--- config.mk ---
export PLATFORM = sky130hd
export DESIGN_NAME = sparc_ifu_imdctl_flat
export DESIGN_NICKNAME = d
export VERILOG_FILES = /design/src/rtl/sparc_ifu_imdctl_if.sv /design/src/rtl/sparc_ifu_imdctl.sv /design/src/flat_wrapper.sv
export SDC_FILE = /design/constraint.sdc
export NUM_CORES = 1
export LEC_CHECK = 0
export CORE_MARGIN = 8
export CORE_UTILIZATION = 40
export CTS_CLUSTER_DIAMETER = 150
export DETAILED_ROUTE_END_ITERATION = 10
export GPL_ROUTABILITY_DRIVEN = 0
export PLACE_DENSITY = 0.71
export SETUP_SLACK_MARGIN = 0.02
export SLEW_MARGIN = 10
export SYNTH_ARGS = -nofsm -noshare
export SYNTH_HDL_FRONTEND = slang
export SYNTH_SLANG_ARGS = --single-unit
--- constraint.sdc ---
create_clock -name rclk -period 2 [get_ports rclk]
set_input_delay 0.3 -clock rclk [delete_from_list [all_inputs] [get_ports rclk]]
set_output_delay 0.3 -clock rclk [all_outputs]
set_load 0.01 [all_outputs]
--- src/rtl/sparc_ifu_imdctl_if.sv ---
// D-stage immediate/branch-offset control bus between the fetch/decode unit and imdctl.
interface sparc_ifu_imdctl_if;
   // inputs to the controller
   logic [31:0] dtu_inst_d;
   logic        fcl_imdctl_vld_d;
   logic [1:0]  fcl_imdctl_thr_d;
   logic        fcl_imdctl_flush_e;
   logic        fcl_imdctl_flush_m;
   logic        tlu_cwp_wr_vld;
   logic [1:0]  tlu_cwp_wr_thr;
   logic [2:0]  tlu_cwp_wr_data;
   // outputs from the controller
   logic        dcl_imd_immdata_sel_simm13_d_l;
   logic        dcl_imd_immdata_sel_movcc_d_l;
   logic        dcl_imd_immdata_sel_movr_d_l;
   logic        dcl_imd_immdata_sel_sethi_d_l;
   logic        dcl_imd_broff_sel_call_d_l;
   logic        dcl_imd_broff_sel_br_d_l;
   logic        dcl_imd_broff_sel_bcc_d_l;
   logic        dcl_imd_broff_sel_bpcc_d_l;
   logic        dcl_imd_immbr_sel_br_d;
   logic        dcl_imd_call_inst_d;
   logic        fcl_imd_oddwin_d;
   logic        imdctl_stall_d;
   logic [2:0]  imdctl_cwp_d;

   // driver side (decode/fetch control, TLU)
   modport master (
      output dtu_inst_d, fcl_imdctl_vld_d, fcl_imdctl_thr_d,
             fcl_imdctl_flush_e, fcl_imdctl_flush_m,
             tlu_cwp_wr_vld, tlu_cwp_wr_thr, tlu_cwp_wr_data,
      input  dcl_imd_immdata_sel_simm13_d_l, dcl_imd_immdata_sel_movcc_d_l,
             dcl_imd_immdata_sel_movr_d_l, dcl_imd_immdata_sel_sethi_d_l,
             dcl_imd_broff_sel_call_d_l, dcl_imd_broff_sel_br_d_l,
             dcl_imd_broff_sel_bcc_d_l, dcl_imd_broff_sel_bpcc_d_l,
             dcl_imd_immbr_sel_br_d, dcl_imd_call_inst_d,
             fcl_imd_oddwin_d, imdctl_stall_d, imdctl_cwp_d
   );

   // controller side
   modport slave (
      input  dtu_inst_d, fcl_imdctl_vld_d, fcl_imdctl_thr_d,
             fcl_imdctl_flush_e, fcl_imdctl_flush_m,
             tlu_cwp_wr_vld, tlu_cwp_wr_thr, tlu_cwp_wr_data,
      output dcl_imd_immdata_sel_simm13_d_l, dcl_imd_immdata_sel_movcc_d_l,
             dcl_imd_immdata_sel_movr_d_l, dcl_imd_immdata_sel_sethi_d_l,
             dcl_imd_broff_sel_call_d_l, dcl_imd_broff_sel_br_d_l,
             dcl_imd_broff_sel_bcc_d_l, dcl_imd_broff_sel_bpcc_d_l,
             dcl_imd_immbr_sel_br_d, dcl_imd_call_inst_d,
             fcl_imd_oddwin_d, imdctl_stall_d, imdctl_cwp_d
   );
endinterface

--- src/rtl/sparc_ifu_imdctl.sv ---
// D-stage immediate/branch-offset mux control, per-thread committed CWP
// tracking through a D/E/M/W shadow pipeline, and window-op hazard stall.
module sparc_ifu_imdctl #(
   parameter int unsigned NTHR = 4,
   parameter int unsigned CWPW = 3
) (
   input  logic                rclk,
   input  logic                reset,
   input  logic                se,
   input  logic                si,
   output logic                so,
   sparc_ifu_imdctl_if.slave   imd
);

   localparam int unsigned TW    = 2;
   localparam int unsigned STW   = 1 + TW + 2;
   localparam int unsigned NBITS = 3 * STW + NTHR * CWPW;

   typedef struct packed {
      logic          vld;
      logic [TW-1:0] thr;
      logic          save;
      logic          rest;
   } stg_t;

   logic [31:0] inst;
   logic [1:0]  op;
   logic [2:0]  op2;
   logic [5:0]  op3;
   logic        unused_inst_bits;

   assign inst             = imd.dtu_inst_d;
   assign op               = inst[31:30];
   assign op2              = inst[24:22];
   assign op3              = inst[24:19];
   assign unused_inst_bits = ^{inst[29:25], inst[18:0]};

   // ---------------------------------------------------------------
   // Decode: one-hot (active-high internally) select groups
   // ---------------------------------------------------------------
   logic sel_simm13_c, sel_movcc_c, sel_movr_c, sel_sethi_c;
   logic br_call_c, br_br_c, br_bcc_c, br_bpcc_c;
   logic immbr_c, call_c;

   // Mux select decode; defaults keep each group exactly one-hot for any encoding
   always_comb begin
      sel_simm13_c = 1'b1;
      sel_movcc_c  = 1'b0;
      sel_movr_c   = 1'b0;
      sel_sethi_c  = 1'b0;
      br_call_c    = 1'b1;
      br_br_c      = 1'b0;
      br_bcc_c     = 1'b0;
      br_bpcc_c    = 1'b0;
      immbr_c      = 1'b0;
      call_c       = 1'b0;
      case (op)
         2'b01: begin
            immbr_c = 1'b1;
            call_c  = 1'b1;
         end
         2'b00: begin
            case (op2)
               3'b011: begin
                  br_call_c = 1'b0;
                  br_br_c   = 1'b1;
                  immbr_c   = 1'b1;
               end
               3'b010, 3'b110: begin
                  br_call_c = 1'b0;
                  br_bcc_c  = 1'b1;
                  immbr_c   = 1'b1;
               end
               3'b001, 3'b101: begin
                  br_call_c = 1'b0;
                  br_bpcc_c = 1'b1;
                  immbr_c   = 1'b1;
               end
               3'b100: begin
                  sel_simm13_c = 1'b0;
                  sel_sethi_c  = 1'b1;
               end
               default: ;
            endcase
         end
         2'b10: begin
            if (op3 == 6'b101100) begin
               sel_simm13_c = 1'b0;
               sel_movcc_c  = 1'b1;
            end else if (op3 == 6'b101111) begin
               sel_simm13_c = 1'b0;
               sel_movr_c   = 1'b1;
            end
         end
         default: ;
      endcase
   end

   assign imd.dcl_imd_immdata_sel_simm13_d_l = ~sel_simm13_c;
   assign imd.dcl_imd_immdata_sel_movcc_d_l  = ~sel_movcc_c;
   assign imd.dcl_imd_immdata_sel_movr_d_l   = ~sel_movr_c;
   assign imd.dcl_imd_immdata_sel_sethi_d_l  = ~sel_sethi_c;
   assign imd.dcl_imd_broff_sel_call_d_l     = ~br_call_c;
   assign imd.dcl_imd_broff_sel_br_d_l       = ~br_br_c;
   assign imd.dcl_imd_broff_sel_bcc_d_l      = ~br_bcc_c;
   assign imd.dcl_imd_broff_sel_bpcc_d_l     = ~br_bpcc_c;
   assign imd.dcl_imd_immbr_sel_br_d         = immbr_c;
   assign imd.dcl_imd_call_inst_d            = call_c;

   // ---------------------------------------------------------------
   // Window-op detection and state flops (single chain for scan)
   // ---------------------------------------------------------------
   logic save_d, rest_d;
   assign save_d = (op == 2'b10) && (op3 == 6'b111100);
   assign rest_d = (op == 2'b10) && ((op3 == 6'b111101) || (op3 == 6'b111001));

   logic [NBITS-1:0]           flops_q, flops_d, func_d;
   stg_t                       stg_e_q, stg_m_q, stg_w_q;
   stg_t                       stg_e_d, stg_m_d, stg_w_d;
   logic [NTHR-1:0][CWPW-1:0]  cwp_q, cwp_d;

   assign {stg_e_q, stg_m_q, stg_w_q, cwp_q} = flops_q;
   assign func_d = {stg_e_d, stg_m_d, stg_w_d, cwp_d};
   assign so     = flops_q[NBITS-1];

   // ---------------------------------------------------------------
   // Stall: same-thread window op anywhere in E/M/W
   // ---------------------------------------------------------------
   logic [TW-1:0] thr_d;
   logic          vld_d_c, hit_e_c, hit_m_c, hit_w_c, stall_c;

   assign thr_d   = imd.fcl_imdctl_thr_d;
   assign vld_d_c = imd.fcl_imdctl_vld_d & ~reset;
   assign hit_e_c = stg_e_q.vld & (stg_e_q.save | stg_e_q.rest) & (stg_e_q.thr == thr_d);
   assign hit_m_c = stg_m_q.vld & (stg_m_q.save | stg_m_q.rest) & (stg_m_q.thr == thr_d);
   assign hit_w_c = stg_w_q.vld & (stg_w_q.save | stg_w_q.rest) & (stg_w_q.thr == thr_d);
   assign stall_c = vld_d_c & (hit_e_c | hit_m_c | hit_w_c);

   assign imd.imdctl_stall_d = stall_c;

   // Shadow pipeline advance; a stalled D instruction leaves a bubble in E
   always_comb begin
      stg_e_d      = '{vld: vld_d_c & ~stall_c, thr: thr_d, save: save_d, rest: rest_d};
      stg_m_d      = stg_e_q;
      stg_m_d.vld  = stg_e_q.vld & ~imd.fcl_imdctl_flush_e;
      stg_w_d      = stg_m_q;
      stg_w_d.vld  = stg_m_q.vld & ~imd.fcl_imdctl_flush_m;
   end

   // CWP commit from W, overridden by a TLU write to the same thread
   always_comb begin
      cwp_d = cwp_q;
      for (int t = 0; t < int'(NTHR); t++) begin
         if (stg_w_q.vld && (stg_w_q.thr == TW'(t))) begin
            if (stg_w_q.save)
               cwp_d[t] = cwp_q[t] + CWPW'(1);
            else if (stg_w_q.rest)
               cwp_d[t] = cwp_q[t] - CWPW'(1);
         end
         if (imd.tlu_cwp_wr_vld && (imd.tlu_cwp_wr_thr == TW'(t)))
            cwp_d[t] = CWPW'(imd.tlu_cwp_wr_data);
      end
   end

   // Scan shifts the whole state chain; otherwise take the functional next state
   assign flops_d = se ? {flops_q[NBITS-2:0], si} : func_d;

   // State register with synchronous reset that also discards in-flight entries
   always_ff @(posedge rclk) begin
      if (reset)
         flops_q <= '0;
      else
         flops_q <= flops_d;
   end

   // Committed window of the D-stage thread
   assign imd.imdctl_cwp_d     = 3'(cwp_q[thr_d]);
   assign imd.fcl_imd_oddwin_d = cwp_q[thr_d][0];

endmodule

--- src/flat_wrapper.sv ---
// flat-port wrapper written by rule: the top's interface ports become plain ports
module sparc_ifu_imdctl_flat 
#(
   parameter int unsigned NTHR = 4,
   parameter int unsigned CWPW = 3
)
  (rclk, reset, se, si, so, imd_dtu_inst_d, imd_fcl_imdctl_vld_d, imd_fcl_imdctl_thr_d, imd_fcl_imdctl_flush_e, imd_fcl_imdctl_flush_m, imd_tlu_cwp_wr_vld, imd_tlu_cwp_wr_thr, imd_tlu_cwp_wr_data, imd_dcl_imd_immdata_sel_simm13_d_l, imd_dcl_imd_immdata_sel_movcc_d_l, imd_dcl_imd_immdata_sel_movr_d_l, imd_dcl_imd_immdata_sel_sethi_d_l, imd_dcl_imd_broff_sel_call_d_l, imd_dcl_imd_broff_sel_br_d_l, imd_dcl_imd_broff_sel_bcc_d_l, imd_dcl_imd_broff_sel_bpcc_d_l, imd_dcl_imd_immbr_sel_br_d, imd_dcl_imd_call_inst_d, imd_fcl_imd_oddwin_d, imd_imdctl_stall_d, imd_imdctl_cwp_d);
  sparc_ifu_imdctl_if imd_i ();
  input  logic rclk;
  input  logic reset;
  input  logic se;
  input  logic si;
  output logic so;
  input wire logic [$bits(imd_i.dtu_inst_d)-1:0] imd_dtu_inst_d;
  input wire logic [$bits(imd_i.fcl_imdctl_vld_d)-1:0] imd_fcl_imdctl_vld_d;
  input wire logic [$bits(imd_i.fcl_imdctl_thr_d)-1:0] imd_fcl_imdctl_thr_d;
  input wire logic [$bits(imd_i.fcl_imdctl_flush_e)-1:0] imd_fcl_imdctl_flush_e;
  input wire logic [$bits(imd_i.fcl_imdctl_flush_m)-1:0] imd_fcl_imdctl_flush_m;
  input wire logic [$bits(imd_i.tlu_cwp_wr_vld)-1:0] imd_tlu_cwp_wr_vld;
  input wire logic [$bits(imd_i.tlu_cwp_wr_thr)-1:0] imd_tlu_cwp_wr_thr;
  input wire logic [$bits(imd_i.tlu_cwp_wr_data)-1:0] imd_tlu_cwp_wr_data;
  output wire logic [$bits(imd_i.dcl_imd_immdata_sel_simm13_d_l)-1:0] imd_dcl_imd_immdata_sel_simm13_d_l;
  output wire logic [$bits(imd_i.dcl_imd_immdata_sel_movcc_d_l)-1:0] imd_dcl_imd_immdata_sel_movcc_d_l;
  output wire logic [$bits(imd_i.dcl_imd_immdata_sel_movr_d_l)-1:0] imd_dcl_imd_immdata_sel_movr_d_l;
  output wire logic [$bits(imd_i.dcl_imd_immdata_sel_sethi_d_l)-1:0] imd_dcl_imd_immdata_sel_sethi_d_l;
  output wire logic [$bits(imd_i.dcl_imd_broff_sel_call_d_l)-1:0] imd_dcl_imd_broff_sel_call_d_l;
  output wire logic [$bits(imd_i.dcl_imd_broff_sel_br_d_l)-1:0] imd_dcl_imd_broff_sel_br_d_l;
  output wire logic [$bits(imd_i.dcl_imd_broff_sel_bcc_d_l)-1:0] imd_dcl_imd_broff_sel_bcc_d_l;
  output wire logic [$bits(imd_i.dcl_imd_broff_sel_bpcc_d_l)-1:0] imd_dcl_imd_broff_sel_bpcc_d_l;
  output wire logic [$bits(imd_i.dcl_imd_immbr_sel_br_d)-1:0] imd_dcl_imd_immbr_sel_br_d;
  output wire logic [$bits(imd_i.dcl_imd_call_inst_d)-1:0] imd_dcl_imd_call_inst_d;
  output wire logic [$bits(imd_i.fcl_imd_oddwin_d)-1:0] imd_fcl_imd_oddwin_d;
  output wire logic [$bits(imd_i.imdctl_stall_d)-1:0] imd_imdctl_stall_d;
  output wire logic [$bits(imd_i.imdctl_cwp_d)-1:0] imd_imdctl_cwp_d;
  assign imd_i.dtu_inst_d = imd_dtu_inst_d;
  assign imd_i.fcl_imdctl_vld_d = imd_fcl_imdctl_vld_d;
  assign imd_i.fcl_imdctl_thr_d = imd_fcl_imdctl_thr_d;
  assign imd_i.fcl_imdctl_flush_e = imd_fcl_imdctl_flush_e;
  assign imd_i.fcl_imdctl_flush_m = imd_fcl_imdctl_flush_m;
  assign imd_i.tlu_cwp_wr_vld = imd_tlu_cwp_wr_vld;
  assign imd_i.tlu_cwp_wr_thr = imd_tlu_cwp_wr_thr;
  assign imd_i.tlu_cwp_wr_data = imd_tlu_cwp_wr_data;
  assign imd_dcl_imd_immdata_sel_simm13_d_l = imd_i.dcl_imd_immdata_sel_simm13_d_l;
  assign imd_dcl_imd_immdata_sel_movcc_d_l = imd_i.dcl_imd_immdata_sel_movcc_d_l;
  assign imd_dcl_imd_immdata_sel_movr_d_l = imd_i.dcl_imd_immdata_sel_movr_d_l;
  assign imd_dcl_imd_immdata_sel_sethi_d_l = imd_i.dcl_imd_immdata_sel_sethi_d_l;
  assign imd_dcl_imd_broff_sel_call_d_l = imd_i.dcl_imd_broff_sel_call_d_l;
  assign imd_dcl_imd_broff_sel_br_d_l = imd_i.dcl_imd_broff_sel_br_d_l;
  assign imd_dcl_imd_broff_sel_bcc_d_l = imd_i.dcl_imd_broff_sel_bcc_d_l;
  assign imd_dcl_imd_broff_sel_bpcc_d_l = imd_i.dcl_imd_broff_sel_bpcc_d_l;
  assign imd_dcl_imd_immbr_sel_br_d = imd_i.dcl_imd_immbr_sel_br_d;
  assign imd_dcl_imd_call_inst_d = imd_i.dcl_imd_call_inst_d;
  assign imd_fcl_imd_oddwin_d = imd_i.fcl_imd_oddwin_d;
  assign imd_imdctl_stall_d = imd_i.imdctl_stall_d;
  assign imd_imdctl_cwp_d = imd_i.imdctl_cwp_d;
  sparc_ifu_imdctl #(.NTHR(NTHR), .CWPW(CWPW)) u_core (.rclk(rclk), .reset(reset), .se(se), .si(si), .so(so), .imd(imd_i));
endmodule
**Word-level counts from Yosys, hierarchy flattened**

Index checks and enable logic that the tools add are counted.

- Register bits after elaboration: 27
- Latch bits: 0
- Memory bits (writable): 0
- Memory bits (read-only): 0
- Output and inout bits: 16
- Logic and storage cells: 134
- Memories kept: 0

- Add/subtract/negate cells: 8
- $mul: 0
- Divide/modulo/power cells: 0
- $lt $le $gt $ge: 1
- Equality and inequality tests: 22
- Shift operators: 0
- Muxes and demuxes: 41
- Bitwise logic cells: 28
- Reductions and logical operators: 29

Operator list:

| cell | number |
|---|---|
| 3-bit two-way mux | 17 |
| 6-bit equality test (second input constant) | 5 |
| 27-bit two-way mux | 1 |
| 1-bit two-way mux | 20 |
| 4-bit nonzero test | 4 |
| 3-bit by 1-bit adder with 3-bit output (second input constant) | 4 |
| 1-bit NOT | 12 |
| 3-bit nonzero test | 4 |
| 3-bit by 1-bit subtractor with 3-bit output (second input constant) | 4 |
| 1-bit AND | 11 |
| 2-bit equality test (second input constant) | 5 |
| 1-bit logical AND | 10 |
| 3-bit equality test (second input constant) | 3 |
| 2-bit AND reduction | 4 |
| 3-bit binary-select mux with 2-bit select | 1 |
| 2-bit by 1-bit equality test with 1-bit output (second input constant) | 3 |
| 2-bit equality test | 3 |
| 3-bit by 2-bit equality test with 1-bit output (second input constant) | 2 |
| 2-bit logical NOT | 3 |
| 1-bit bitwise OR | 5 |
| 5-bit OR reduction | 1 |
| 1-bit case mux with 2 select lines | 2 |
| 2-bit OR reduction | 2 |
| 3-bit by 1-bit equality test with 1-bit output (second input constant) | 1 |
| 2 further kinds | 2 |

**Depth between registers and ports, before layout**

Gate-level depths: netlist of run 1.

- Word-level depth: 9
- Depth in mapped cells: 7

**Worst setup path before layout of run 1**

Ideal clock, no wire load.

- Path type: flip-flop to flip-flop
- Start: reg u_core.flops_q[13]
- End: reg u_core.flops_q[11]
- Arrival: 1602 ps
- Setup slack: 284 ps
- Cell stages (with the launch flop): 8
- Path buffers: 1
- Period minus slack after synthesis: 1716 ps
- Cells stage by stage: dfxtp_1 -> buf_4 -> inv_1 -> fa_1 -> xnor2_1 -> xnor2_1 -> nor4_1 -> a2111oi_0

- Longest elaborated chain between the ends: 4

RTL lines:

| item | line | source |
|---|---|---|
| start: declaration | sparc_ifu_imdctl.sv:117 | `logic [NBITS-1:0] flops_q, flops_d, func_d;` |
| start signal: assignment | sparc_ifu_imdctl.sv:173 | `flops_q <= flops_d;` |
| 3-bit two-way mux | sparc_ifu_imdctl.sv:155 | `if (stg_w_q.save)` |
| 3-bit two-way mux | sparc_ifu_imdctl.sv:154 | `if (stg_w_q.vld && (stg_w_q.thr == TW'(t))) begin` |
| 3-bit two-way mux | sparc_ifu_imdctl.sv:160 | `if (imd.tlu_cwp_wr_vld && (imd.tlu_cwp_wr_thr == TW'(t)))` |
| 27-bit two-way mux | sparc_ifu_imdctl.sv:166 | `assign flops_d = se ? {flops_q[NBITS-2:0], si} : func_d;` |

Parallel ways exist; a longest one is shown, timed or not. The select of a mux whose other input is x is not followed.
A chain may end at the register's enable or synchronous reset.

**Worst setup path after layout of run 1**

- Start: in imd_dtu_inst_d[24]
- End: out imd_dcl_imd_immdata_sel_movr_d_l

- Longest elaborated chain between the ends: 5

RTL lines:

| item | line | source |
|---|---|---|
| start: declaration | flat_wrapper.sv:14 | `input wire logic [$bits(imd_i.dtu_inst_d)-1:0] imd_dtu_inst_d;` |
| 6-bit equality test | sparc_ifu_imdctl.sv:90 | `end else if (op3 == 6'b101111) begin` |
| 1-bit two-way mux | sparc_ifu_imdctl.sv:90 |  |
| 1-bit two-way mux (*) | sparc_ifu_imdctl.sv:87 | `if (op3 == 6'b101100) begin` |
| 1-bit two-way mux (*) | sparc_ifu_imdctl.sv:57 | `case (op)` |
| 1-bit NOT (*) | sparc_ifu_imdctl.sv:101 | `assign imd.dcl_imd_immdata_sel_movr_d_l = ~sel_movr_c;` |
| end: declaration | flat_wrapper.sv:24 | `output wire logic [$bits(imd_i.dcl_imd_immdata_sel_movr_d_l)-1:0] imd_dcl_imd_immdata_sel_movr_d_l;` |

Mark *: on every way between the ends. The rest lies on a longest branch, timed or not.

==> results of run 1 <==
==> final timing paths <==
kind / slack, ns / cells past startpoint / endpoint / start
max: 0.10 / 4 / imd_dcl_imd_immdata_sel_movr_d_l / imd_dtu_inst_d[24]
max reg2reg: 0.15 / 6 / u_core.flops_q[11] / u_core.flops_q[13]
min: 0.36 / 3 / u_core.flops_q[22] / imd_dtu_inst_d[19]
min reg2reg: 0.48 / 2 / u_core.flops_q[23] / u_core.flops_q[22]
==> worst max-delay path: cells and delay by family <==
kind / cells / cell delay, ns
buf+inv: 2 / 0.77
simple gates: 2 / 0.53
==> routing by layer <==
metal	up-vias	global-route usage	routed length, um
met4	0	0.0453	95
met1	817	0.170	2090
li1	853	-	-
met2	45	0.250	2530
met5	-	0	0
met3	9	0.0357	256
==> Yosys cell counts (all sizes together) (4+ instances only) <==
cell type / n / area [sq um]
o21ai: 5 / 36.3
xnor2: 8 / 70.1
nand2: 14 / 52.6
fa: 4 / 80.1
a21oi: 11 / 55.1
mux2i: 15 / 150
buf: 11 / 68.8
clkbuf: 5 / 18.8
ha: 4 / 50.1
inv: 11 / 41.3
xor2: 6 / 52.6
dfxtp: 27 / 541
a211oi: 5 / 55.1
nor2: 23 / 86.3
nor3: 6 / 30.0
nand3b: 4 / 30.0
==> per-stage QoR <==
stage / util / total power [mW]
floorplan: - / 0.802
finish: 0.539 / 1.25
CTS: 0.536 / 1.26
global route: 0.539 / 1.32
global placement: 0.525 / 0.944
detailed placement: 0.525 / 0.953
==> cell families (layout without fill, tap and decap cells) <==
group | after synthesis | count (layout) | share of synthesized area
fa+ha+maj | 8 | 8 | 0.0687
flops | 27 | 27 | 0.285
compound gates | 44 | 44 | 0.201
simple gates | 71 | 71 | 0.196
mux | 18 | 18 | 0.115
xor+xnor | 14 | 14 | 0.0647
buf+inv | 28 | 78 | 0.0700
==> power groups by stage <==
stage	clock (mW)	combinational, mW	sequential, mW
after global routing	0.345	0.376	0.600
final	0.316	0.341	0.595
after detailed placement	0	0.345	0.608
after floorplan	0	0.205	0.598
after CTS	0.323	0.342	0.595
after global placement	0	0.338	0.607
==> cell type report <==
class                      count  area share
tap                           54      0.0271
timing repair buffer          62       0.223
multi-input combinational    155       0.497
clock inverter                 1     0.00201
clock buffer                   3      0.0165
sequential                    27       0.217
inverter                      12      0.0181
==> timing repair <==
action	4_1_cts	5_1_grt
pin swaps	1	2
endpoints found under the setup margin	14	10
gates resized for setup	35	7
buffers inserted	1	1
==> results by group, run 1 <==
Layout
  • Top Registers: u_core.flops_q x27
  • Share of layout cells above drive strength 1: 0.215
  • Layout net count: 316
  • Register area: 541 sq um
  • Fillers: 436
  • Register bank with the most flops: u_core.flops_q
  • Layout area overhead: 31.7%
  • Final Instance Area: 0.00249 sq mm
  • Max FFs per register: 27
  • Commonest cells after routing, fill and taps aside: dfxtp_1 (27), nor2_1 (22), buf_4 (22), clkdlybuf4s50_1 (21), mux2i_1 (15)
  • Diodes inserted: 0
  • Layout Cells excl Fill: 314
  • Multi-input combinational cell area: 0.00124 sq mm
  • Most common cell after layout, fill and taps aside: dfxtp_1

Power
  • Maximum vdd drop: 291 uV
  • Clock power frac: 0.252
  • Leakage: 1.05 nW
  • Switching pwr: 0.365 mW
  • Sequential share of power: 0.475
  • Switching part of the total: 0.291
  • Comb power frac: 0.272
  • Pint: 0.887 mW
  • PwrDens: 502 mW/mm^2

Placed design
  • Dpl hpwl: 3.83 mm
  • DP Cell Count: 308
  • Post-place setup slack: -0.488 ns
  • Placed cell areas: 0.00243 sq mm
  • Port bufs: 38

Floorplan
  • FP Rows: 25
  • Core ar.: 0.00463 sq mm
  • Die ar.: 0.00719 sq mm
  • Initial cell density of the core: 0.409
  • Top Ports: 63
  • Die height: 84.8 um
  • Die X: 84.8 um

Min path
  • Hold Crit Class: in2reg

Global routing
  • Grt total ovfl: 0
  • First-pass GRT wire length: 8.49 mm
  • Largest net degree at the start of global routing: 28
  • Antenna violations before repair: 0
  • GRT Total Usage: 0.144
  • Vias in the first global route: 1773

Drt
  • Vias per inst: 5.49
  • DRT antenna net count: 0
  • Vias: 1724
  • Drc violations: 0
  • Post-Route WL: 4.97 mm
  • Detailed Routing Iterations Pass 1: 4
  • Routed len/inst: 15.8 um
  • Initial DRC Count: 126

CTS
  • Worst-skew pair later-pin latency: 0.27 ns
  • Clock buffer count from CTS: 3
  • CTS H-tree depth: 1
  • Number of hold-repair buffers added at the cts stage: 0
  • Clock root buffer: clkbuf_8
  • Worst-path clk slew: 0.09 ns
  • TritonCTS clock tree: built
  • Longest Clk Path Bufs: 2
  • CTS Sinks: 27

Logic synthesis
  • Synth unique cells: 53
  • Synth Net Count: 265
  • Post-synth ARST share: 0
  • Synth Instances: 210
  • Mapped Area: 0.00189 sq mm
  • Flops & latches, synth: 27
  • Seq/Total Area, Yosys: 0.285
  • Top_reg_cell synth: dfxtp_1
  • Syn avg cell area: 9.02 sq um
  • Ys Warns: 0
  • Post-synth EDFFs: 0

Timing
  • Setup TNS Final: 0 ns
  • Min Tclk post-route: 1.90 ns
  • Fmax achieved: 0.527 GHz
  • Layout Skew: 0.00439 ns
  • Pins Over Slew Limit: 0
  • Max-slew headroom: 0.759
  • Fin Hold WS: 0.364 ns
  • RSZ-0062 raised after global routing: true
  • Final setup viols: 0
  • Endpoints failing hold: 0
  • Final Cycle Share: 0.950
  • Setup ws final: 0.101 ns
  • Worst-margin pin slew: 0.352 ns

Flow run
  • Max Cap Viol: 0

Setup path
  • CP required: 1.70 ns
  • WP data arrival: 1.60 ns
  • Critical path endpoint category: output pin
  • Slowest CP cell: clkdlybuf4s50_1
  • CP startpoint kind: input port
  • Crit path largest cell delay: 0.48 ns
  • Crit-path cells: clkdlybuf4s50_1, nand3b_1, or3_1, dlygate4sd2_1
  • Critical path class: in2out
  • CP max FO: 3

Outcome
  • Status: complete, no violations
Note: power is estimated with default switching activity, not from simulation.
==> inputs of run 2 (changes only) <==
- CTS_CLUSTER_DIAMETER: 150 -> 200
- GPL_TIMING_DRIVEN: default -> 1
- SLEW_MARGIN: 10 -> 20
==> results of run 2 <==
Final layout, timing and power as in run 1 (identical DEF).
